`config.mk`:
```
export PLATFORM = sky130hd
export DESIGN_NAME = fwd_mux_stage_flat
export DESIGN_NICKNAME = d
export VERILOG_FILES = /design/src/rtl/fwd_pkg.sv /design/src/rtl/fwd_mux_stage_if.sv /design/src/rtl/fwd_prio_sel.sv /design/src/rtl/fwd_mux_stage.sv /design/src/flat_wrapper.sv
export SDC_FILE = /design/constraint.sdc
export NUM_CORES = 1
export LEC_CHECK = 0
export BUFFER_PORTS_ARGS = -buffer_cell sky130_fd_sc_hd__buf_2
export CAP_MARGIN = 0
export CORE_MARGIN = 1.5
export CORE_UTILIZATION = 44
export CTS_CLUSTER_SIZE = 24
export DETAILED_ROUTE_END_ITERATION = 7
export GPL_TIMING_DRIVEN = 0
export PLACE_DENSITY = 0.87
export SYNTH_ARGS = -nofsm -noshare
export SYNTH_HDL_FRONTEND = slang
export SYNTH_SLANG_ARGS = --single-unit
```
`constraint.sdc`:
```
create_clock -name clk -period 4.26 [get_ports clk]
set_input_delay 0.639 -clock clk [delete_from_list [all_inputs] [get_ports clk]]
set_output_delay 0.639 -clock clk [all_outputs]
set_load 0.01 [all_outputs]
```
`src/rtl/fwd_pkg.sv`:
```
// Shared forwarding definitions: default datapath widths used by decode/EX and
// the select-code encoding of the forwarding stage.
package fwd_pkg;

  localparam int FWD_DW       = 32;
  localparam int FWD_AW       = 5;
  localparam int FWD_SEL_RF   = 0;
  localparam int FWD_SEL_MAXW = 4;  // enough for NSRC up to 8

  typedef logic [FWD_SEL_MAXW-1:0] fwd_sel_t;

  // Width of a select code covering the register file plus nsrc sources.
  function automatic int fwd_sel_width(input int nsrc);
    return $clog2(nsrc + 1);
  endfunction

endpackage

```
`src/rtl/fwd_mux_stage_if.sv`:
```
// Request/operand bus of the forwarding stage: decode request, writeback
// sources, registered operand handshake and the load-use stall request.
interface fwd_mux_stage_if
  import fwd_pkg::*;
#(
  parameter int DW   = FWD_DW,
  parameter int AW   = FWD_AW,
  parameter int NSRC = 3,
  parameter int SELW = fwd_sel_width(NSRC)
);

  logic               in_valid;
  logic               in_ready;
  logic [AW-1:0]      in_raddr;
  logic [DW-1:0]      in_rfdata;
  logic [NSRC-1:0]    src_wen;
  logic [NSRC-1:0]    src_pend;
  logic [NSRC*AW-1:0] src_waddr;
  logic [NSRC*DW-1:0] src_wdata;
  logic               out_valid;
  logic               out_ready;
  logic [DW-1:0]      out_data;
  logic [SELW-1:0]    out_sel;
  logic               hazard;

  modport master (
    output in_valid, in_raddr, in_rfdata, src_wen, src_pend, src_waddr, src_wdata, out_ready,
    input  in_ready, out_valid, out_data, out_sel, hazard
  );

  modport slave (
    input  in_valid, in_raddr, in_rfdata, src_wen, src_pend, src_waddr, src_wdata, out_ready,
    output in_ready, out_valid, out_data, out_sel, hazard
  );

endinterface

```
`src/rtl/fwd_prio_sel.sv`:
```
// Combinational priority match of one source register against NSRC writeback
// sources; the lowest (youngest) matching index wins, else register-file data.
module fwd_prio_sel
  import fwd_pkg::*;
#(
  parameter int DW   = FWD_DW,
  parameter int AW   = FWD_AW,
  parameter int NSRC = 3,
  parameter int SELW = fwd_sel_width(NSRC)
) (
  input  logic [AW-1:0]      raddr,
  input  logic [DW-1:0]      rfdata,
  input  logic [NSRC-1:0]    src_wen,
  input  logic [NSRC-1:0]    src_pend,
  input  logic [NSRC*AW-1:0] src_waddr,
  input  logic [NSRC*DW-1:0] src_wdata,
  output logic [SELW-1:0]    sel,
  output logic [DW-1:0]      data,
  output logic               pend
);

  logic raddr_nz;

  assign raddr_nz = |raddr;

  // NOTE: every output gets a default before the loop so no path leaves it
  // unassigned; otherwise synthesis infers a latch.
  always_comb begin
    sel  = SELW'(FWD_SEL_RF);
    data = raddr_nz ? rfdata : '0;
    pend = 1'b0;
    // NOTE: blocking '=' in combinational logic; walking from oldest to
    // youngest lets a later (lower-index) match overwrite an earlier one.
    for (int i = NSRC - 1; i >= 0; i--) begin
      if (src_wen[i] && raddr_nz && (src_waddr[i*AW +: AW] == raddr)) begin
        sel  = SELW'(i + 1);
        data = src_wdata[i*DW +: DW];
        pend = src_pend[i];
      end
    end
  end

endmodule

```
`src/rtl/fwd_mux_stage.sv`:
```
// Operand-forwarding stage: priority forwarding, load-use hazard detection and a
// registered valid/ready ID/EX boundary with flush. Optional counters: FWD_MUX_STATS_EN.
module fwd_mux_stage
  import fwd_pkg::*;
#(
  parameter int DW   = FWD_DW,
  parameter int AW   = FWD_AW,
  parameter int NSRC = 3,
  parameter int SELW = fwd_sel_width(NSRC)
) (
  input  logic               clk,
  input  logic               rst_n,
  input  logic               flush,
`ifdef FWD_MUX_STATS_EN
  output logic [NSRC*32-1:0] stat_fwd,
  output logic [31:0]        stat_haz,
`endif
  fwd_mux_stage_if.slave     bus
);

  logic [SELW-1:0] sel;
  logic [DW-1:0]   sel_data;
  logic            sel_pend;
  logic            capture;

  fwd_prio_sel #(
    .DW  (DW),
    .AW  (AW),
    .NSRC(NSRC),
    .SELW(SELW)
  ) u_prio_sel (
    .raddr    (bus.in_raddr),
    .rfdata   (bus.in_rfdata),
    .src_wen  (bus.src_wen),
    .src_pend (bus.src_pend),
    .src_waddr(bus.src_waddr),
    .src_wdata(bus.src_wdata),
    .sel      (sel),
    .data     (sel_data),
    .pend     (sel_pend)
  );

  assign bus.hazard   = bus.in_valid && sel_pend;
  assign bus.in_ready = (!bus.out_valid || bus.out_ready) && !bus.hazard;
  assign capture      = bus.in_valid && bus.in_ready;

  // Flush drops valid but leaves data/sel untouched to avoid needless toggling.
  // NOTE: sequential state uses non-blocking '<=' so every flop samples the
  // pre-edge values regardless of statement order.
  always_ff @(posedge clk or negedge rst_n) begin
    if (!rst_n) begin
      bus.out_valid <= 1'b0;
      bus.out_data  <= '0;
      bus.out_sel   <= SELW'(FWD_SEL_RF);
    end else if (flush) begin
      bus.out_valid <= 1'b0;
    end else if (capture) begin
      bus.out_valid <= 1'b1;
      bus.out_data  <= sel_data;
      bus.out_sel   <= sel;
    end else if (bus.out_ready) begin
      bus.out_valid <= 1'b0;
    end
  end

`ifdef FWD_MUX_STATS_EN
  logic [31:0] fwd_cnt [NSRC];
  logic [31:0] haz_cnt;

  for (genvar i = 0; i < NSRC; i++) begin : g_fwd_cnt
    always_ff @(posedge clk or negedge rst_n) begin
      if (!rst_n) begin
        fwd_cnt[i] <= '0;
      end else if (capture && (sel == SELW'(i + 1)) && (fwd_cnt[i] != '1)) begin
        fwd_cnt[i] <= fwd_cnt[i] + 32'd1;
      end
    end
    assign stat_fwd[i*32 +: 32] = fwd_cnt[i];
  end

  always_ff @(posedge clk or negedge rst_n) begin
    if (!rst_n) begin
      haz_cnt <= '0;
    end else if (bus.hazard && (haz_cnt != '1)) begin
      haz_cnt <= haz_cnt + 32'd1;
    end
  end
  assign stat_haz = haz_cnt;
`endif

endmodule

```
`src/flat_wrapper.sv`:
```
// flat-port wrapper written by rule: the top's interface ports become plain ports
module fwd_mux_stage_flat import fwd_pkg::*;
#(
  parameter int DW   = FWD_DW,
  parameter int AW   = FWD_AW,
  parameter int NSRC = 3,
  parameter int SELW = fwd_sel_width(NSRC)
)
  (clk, rst_n, flush, bus_in_valid, bus_in_raddr, bus_in_rfdata, bus_src_wen, bus_src_pend, bus_src_waddr, bus_src_wdata, bus_out_ready, bus_in_ready, bus_out_valid, bus_out_data, bus_out_sel, bus_hazard);
  fwd_mux_stage_if #(.DW(DW), .AW(AW), .NSRC(NSRC), .SELW(SELW)) bus_i ();
  input  logic clk;
  input  logic rst_n;
  input  logic flush;
  input wire logic [$bits(bus_i.in_valid)-1:0] bus_in_valid;
  input wire logic [$bits(bus_i.in_raddr)-1:0] bus_in_raddr;
  input wire logic [$bits(bus_i.in_rfdata)-1:0] bus_in_rfdata;
  input wire logic [$bits(bus_i.src_wen)-1:0] bus_src_wen;
  input wire logic [$bits(bus_i.src_pend)-1:0] bus_src_pend;
  input wire logic [$bits(bus_i.src_waddr)-1:0] bus_src_waddr;
  input wire logic [$bits(bus_i.src_wdata)-1:0] bus_src_wdata;
  input wire logic [$bits(bus_i.out_ready)-1:0] bus_out_ready;
  output wire logic [$bits(bus_i.in_ready)-1:0] bus_in_ready;
  output wire logic [$bits(bus_i.out_valid)-1:0] bus_out_valid;
  output wire logic [$bits(bus_i.out_data)-1:0] bus_out_data;
  output wire logic [$bits(bus_i.out_sel)-1:0] bus_out_sel;
  output wire logic [$bits(bus_i.hazard)-1:0] bus_hazard;
  assign bus_i.in_valid = bus_in_valid;
  assign bus_i.in_raddr = bus_in_raddr;
  assign bus_i.in_rfdata = bus_in_rfdata;
  assign bus_i.src_wen = bus_src_wen;
  assign bus_i.src_pend = bus_src_pend;
  assign bus_i.src_waddr = bus_src_waddr;
  assign bus_i.src_wdata = bus_src_wdata;
  assign bus_i.out_ready = bus_out_ready;
  assign bus_in_ready = bus_i.in_ready;
  assign bus_out_valid = bus_i.out_valid;
  assign bus_out_data = bus_i.out_data;
  assign bus_out_sel = bus_i.out_sel;
  assign bus_hazard = bus_i.hazard;
  fwd_mux_stage #(.DW(DW), .AW(AW), .NSRC(NSRC), .SELW(SELW)) u_core (.clk(clk), .rst_n(rst_n), .flush(flush), .bus(bus_i));
endmodule
```
=== Word-level counts from Yosys, hierarchy flattened ===
Index checks and enable logic that the tools add are counted.

* Reductions and logical operators: 15
* Bitwise logic cells: 1
* Multiplexer cells: 13
* Eq/ne operators: 3

{| class="wikitable"
|+ Operator list
! kind !! number
|-
| 2-to-1 mux 32 bit || 4
|-
| equality test 5 bit || 3
|-
| logical AND 1 bit || 9
|-
| 2-to-1 mux 1 bit || 6
|-
| 2-to-1 mux 2 bit || 3
|-
| OR reduction 5 bit || 1
|-
| nonzero test 3 bit || 1
|-
| logical NOT 1 bit || 2
|-
| AND reduction 2 bit || 1
|-
| logical OR 1 bit || 1
|-
| inverter 1 bit || 1
|}

* Flip-flop bits (word level): 35
* Word-level logic and storage cells: 35
* Output and inout port bits: 37

=== Longest topological paths before layout ===
* Depth in word-level cells: 12
* Gate-level depth with buffers: 9
* Depth with buffers taken out: 6

=== Modules after synthesis ===
A second synthesis with hierarchy kept.

* Cells, all modules: 300
* Area total of the unflattened synthesis: 2,840.2 sq um

{| class="wikitable"
|+ Modules (own cells, without submodules)
! module !! area each (sq um) !! sequential area each (sq um) !! instances !! cells each
|-
| fwd_mux_stage || 1,461.4 || 875.8 || 1 || 78
|-
| fwd_prio_sel || 1,378.8 || 0.0 || 1 || 222
|}

=== Worst setup path after synthesis ===
OpenSTA, ideal clock, no wires.

* Kind: input -> output
* Start: input port bus_in_raddr[1]
* End: output port bus_in_ready
* Stages: 6
* Slack: 1.502 ns
* Arrival: 2.119 ns
* Required time: 3.621 ns
* Cells stage by stage: or4_4 -> nor2_8 -> nor3_2 -> a311oi_2 -> nor2_1 -> a21boi_0

* Word-level cells in the longest chain between the ends: 9
* Elaborated cells between the ends (all ways): 16

{| class="wikitable"
|+ Ends and longest elaborated chain
! what !! line !! RTL
|-
| from (decl) || flat_wrapper.sv:15 || <nowiki>input wire logic [$bits(bus_i.in_raddr)-1:0] bus_in_raddr;</nowiki>
|-
| OR reduction 5 bit || fwd_prio_sel.sv:24 || <nowiki>assign raddr_nz = |raddr;</nowiki>
|-
| logical AND 1 bit (2 in series) || fwd_prio_sel.sv:35 || <nowiki>if (src_wen[i] && raddr_nz && (src_waddr[i*AW +: AW] == raddr)) begin</nowiki>
|-
| 2-to-1 mux 1 bit (2 in series) || fwd_prio_sel.sv:35 ||
|-
| 2-to-1 mux 1 bit (*) || fwd_prio_sel.sv:35 ||
|-
| logical AND 1 bit (*) || fwd_mux_stage.sv:43 || <nowiki>assign bus.hazard = bus.in_valid && sel_pend;</nowiki>
|-
| logical NOT 1 bit (*) || fwd_mux_stage.sv:44 || <nowiki>assign bus.in_ready = (!bus.out_valid || bus.out_ready) && !bus.hazard;</nowiki>
|-
| logical AND 1 bit (*) || fwd_mux_stage.sv:44 ||
|-
| to (decl) || flat_wrapper.sv:22 || <nowiki>output wire logic [$bits(bus_i.in_ready)-1:0] bus_in_ready;</nowiki>
|}

Every way passes the cells marked *; elsewhere a longest branch is shown, timed or not.

=== Final worst setup path ===
Ends and elaborated chain as after synthesis.

==> flow_results.org <==
** Critical path
- In this run the worst path has a maximum fanout of 8.
- Required arrival time at the worst endpoint :: 3.62 ns
- The largest single stage delay on the critical path is 0.57 ns.
- Worst Setup Path Type :: primary input to primary output
- Crit-path most repeated cell :: sky130_fd_sc_hd__buf_2
- CP Launch Type :: primary input
- For the worst setup path, the data arrival time is 2.42 ns.
- The worst setup path is captured at a primary output.
- CP cell instances :: buf_2 -> or4_4 -> nor2_8 -> nor3_2 -> a311oi_2 -> nor2_1 -> a21boi_0 -> buf_2
- For this design, the slowest cell found on the critical path is sky130_fd_sc_hd__or4_4.

** Global route
- The total overflow left after global routing is 0.
- The via count of the first global-routing pass is 2765.
- Entering global routing, the biggest net connects 36 pins.
- Number of antenna violations at the first check in global routing :: 0
- For this run, the total global-route usage over all layers was measured as 27.2%.
- Global-route wire length before repair :: 13300 um

** CTS
- The root buffer cell chosen for the clock tree is sky130_fd_sc_hd__clkbuf_8.
- TritonCTS created 5 clock buffers.
- H-tree levels :: 2
- Clock-pin slew was measured on the worst setup and hold paths at 0.06 ns.
- In this run the deepest clock path goes through 2 buffers.
- Once the clock tree was built, the setup fixing pass inserted 0 buffers.
- Once the clock tree was built, the resizer swapped 0 gates to a different size.
- After clock tree synthesis, the flow added hold-fix buffers numbering 0.
- At the later pin of the worst-skew pair, clock insertion delay measures 0.28 ns.
- Sinks on Clock Net :: 35
- TritonCTS built the clock tree.

** Detailed routing
- Final routed wirelength across all metal layers :: 8790 um
- Average routed wire per standard cell :: 16.3 um
- For this block, the via count after detailed routing is 2955.
- For this run, design rule violations remaining after detail routing come to 0.
- Post-route ant nets :: 0
- In the routed layout, each cell is associated on average with a via count of 5.47.
- TritonRoute pass-1 iters :: 4
- For this block, the initial DRC count from the detailed router was 100.

** Timing
- Dividing the final minimum period by the clock period gives 71.8%.
- Endpoints failing hold :: 0
- The max-slew violation count came to 0.
- Setup violators final :: 0
- Setup total negative slack on the finished layout was measured at 0 ns.
- Fmax :: 0.327 GHz
- At the pin with the least slew margin, the transition time is 0.887 ns.
- In this run the tightest slew margin relative to its limit is 40.4%.
- Minimum period implied by the final worst setup slack :: 3.06 ns
- Across the routed clock network, the largest skew measured is 0.00333 ns.
- Setup repair after global routing left no endpoint under its margin.

** Power and ir drop
- For this design the ratio of total power to cell area is 292 nW/um^2.
- Across the VDD grid, the largest voltage drop is 0.175 mV.
- Leakage :: 1.80 nW
- Total power :: 1.09 mW

** Logic synthesis
- Dominant cell by count in the synthesized netlist :: sky130_fd_sc_hd__o21ai_0
- Share of synthesized area occupied by flip-flops and latches :: 34.0%
- Largest area contributor in the netlist :: sky130_fd_sc_hd__dfrtp_1
- Post-synthesis cell type count :: 28
- Combined area of all synthesized cells :: 2570 um^2
- Counting instances in the post-synthesis netlist gives the leading cell types as sky130_fd_sc_hd__o21ai_0, sky130_fd_sc_hd__dfrtp_1, sky130_fd_sc_hd__nand2_1.
- Post-synthesis area per instance :: 9.67 um^2
- Sorting the synthesized cells by area gives the leading types as sky130_fd_sc_hd__dfrtp_1, sky130_fd_sc_hd__mux2_4, sky130_fd_sc_hd__o21ai_0, sky130_fd_sc_hd__a221oi_1, sky130_fd_sc_hd__nand2_1.
- Counting flops and latches in the post-synthesis netlist gives 35.
- Of all flip-flops after synthesis, the portion carrying an async set or reset was 100%.
- During synthesis, Yosys emitted a total of 0 warnings.
- The number of nets in the synthesized netlist is 425.
- Post-synth EDFFs :: 0
- Counting every instance in the synthesized netlist gives 266.
- For this run, the leading register cell type out of synthesis is sky130_fd_sc_hd__dfrtp_1.
- Top cell type's share of synthesized area :: 34.0%

** Place
- Post-detailed-placement cell area :: 3640 um^2
- Number of port buffers :: 195
- Summed over all nets, the half-perimeter wirelength after detailed placement is 6650 um.
- Counting tap cells, the placed design contains a total of 533 instances.
- Routability congestion estimate from global placement :: 0.756

** Cells and area
- The number of antenna diodes in the final layout is 0.
- Of the cells placed in the final design, the portion with a size suffix greater than 1 is 52.6%.
- Area of all placed cells without fillers :: 3730 um^2
- The finished layout holds 540 standard cells, fillers aside.
- At the end of the flow, the number of nets in the layout was 627.
- Share of the core filled with cells in the final layout :: 66.8%
- The area growth from synthesis to layout is 44.8%.
- Final-layout fill cell count :: 459

** Min path
- In this run the worst hold path is classified as primary input to async pin.

** Floorplanning
- The floorplan has 27 rows.
- The die is 79.5 um wide.
- For this configuration, the core starts out at a cell density of 46.2%.
- Floorplan core area :: 5570 um^2
- Area enclosed by the die boundary :: 6310 um^2
- Die height :: 79.5 um
- Count of pins on the block boundary :: 196

** Run
- Maximum capacitance violations :: 0

** Run status
- The flow ran to the end, and the final reports show no timing, DRC or antenna violations.
final timing paths:
check | slack [ns] | to | depth (start not counted) | from
min in group clk | 0.50 | u_core.bus.out_data[3] | 1 | u_core.bus.out_data[3]
worst max-delay path | 1.20 | bus_in_ready | 8 | bus_in_raddr[1]
worst max register to register | 2.77 | u_core.bus.out_data[10] | 5 | u_core.bus.out_valid
max in group asynchronous | 3.33 | u_core.bus.out_data[4] | 1 | rst_n
worst min-delay path | 0.44 | u_core.bus.out_data[2] | 1 | rst_n
worst min register to register | 0.50 | u_core.bus.out_data[3] | 1 | u_core.bus.out_data[3]
state kept, by name, summed over array words and instances, names as in the netlist:
name and cells:
u_core.bus.out_data 32, u_core.bus.out_sel 2, u_core.bus.out_valid 1
per-stage QoR:
step | setup slack (ns) | hold WS (ns)
after detailed placement | 1.21 | 0.486
final | 1.20 | 0.437
after CTS | 1.22 | 0.458
after global routing | 1.11 | 0.496
after floorplan | 1.50 | 0.343
after global placement | 1.21 | 0.485
report_power, final:
group          switching [mW]  internal (mW)
clock                   0.113          0.127
combinational           0.173          0.235
sequential             0.0389          0.404
critical path, delay by kind of cell:
kind | cells | cell delay (ns)
compound gates | 2 | 0.53
buf+inv | 2 | 0.29
simple gates | 4 | 0.95
cells in the final DEF, fill, tap and decap left out, types with 2 or more instances in the layout:
master                     count
sky130_fd_sc_hd__clkbuf_1     18
sky130_fd_sc_hd__inv_1         3
sky130_fd_sc_hd__buf_12        3
sky130_fd_sc_hd__or3_1         2
sky130_fd_sc_hd__xnor2_1      15
sky130_fd_sc_hd__nor3_2        2
sky130_fd_sc_hd__mux2_2        4
sky130_fd_sc_hd__o21ai_0      66
sky130_fd_sc_hd__mux2_4       28
sky130_fd_sc_hd__nand4_1       3
sky130_fd_sc_hd__buf_6         2
sky130_fd_sc_hd__nor2_1        2
sky130_fd_sc_hd__nand2_1      35
sky130_fd_sc_hd__buf_2       196
sky130_fd_sc_hd__mux2i_1       2
sky130_fd_sc_hd__nor3_1        2
sky130_fd_sc_hd__clkbuf_8      6
sky130_fd_sc_hd__dfrtp_1      35
sky130_fd_sc_hd__a21oi_1       2
sky130_fd_sc_hd__a221oi_1     32
layout make-up:
cell class | instances | area (um^2) | share of cell area (%)
multi-input cells | 204 | 1530 | 41.1
repair buffers | 195 | 976 | 26.2
flip-flops and latches | 35 | 876 | 23.5
plain buffers | 24 | 155 | 4.16
well taps | 72 | 90.1 | 2.42
clock buffers | 6 | 82.6 | 2.22
inverters | 3 | 11.3 | 0.302
clock inverters | 1 | 5.00 | 0.134
logic make-up (layout without fill, tap and decap cells):
group           Yosys count  count (layout)  share of synthesized area, %
compound gates          104             104                          25.8
xor+xnor                 15              15                          5.11
buf+inv                  27             229                          6.47
flops                    35              35                          34.0
mux                      34              34                          18.9
simple gates             51              51                          9.68
metal layers:
layer	GRT usage [%]	part of all wire (%)	wire [um]
met5	0	0	0
met4	7.02	0.94	83
met3	4.91	6.8	596
met2	50.3	52	4550
met1	32.2	41	3560
No activity file was read; power rests on OpenSTA's default activity.
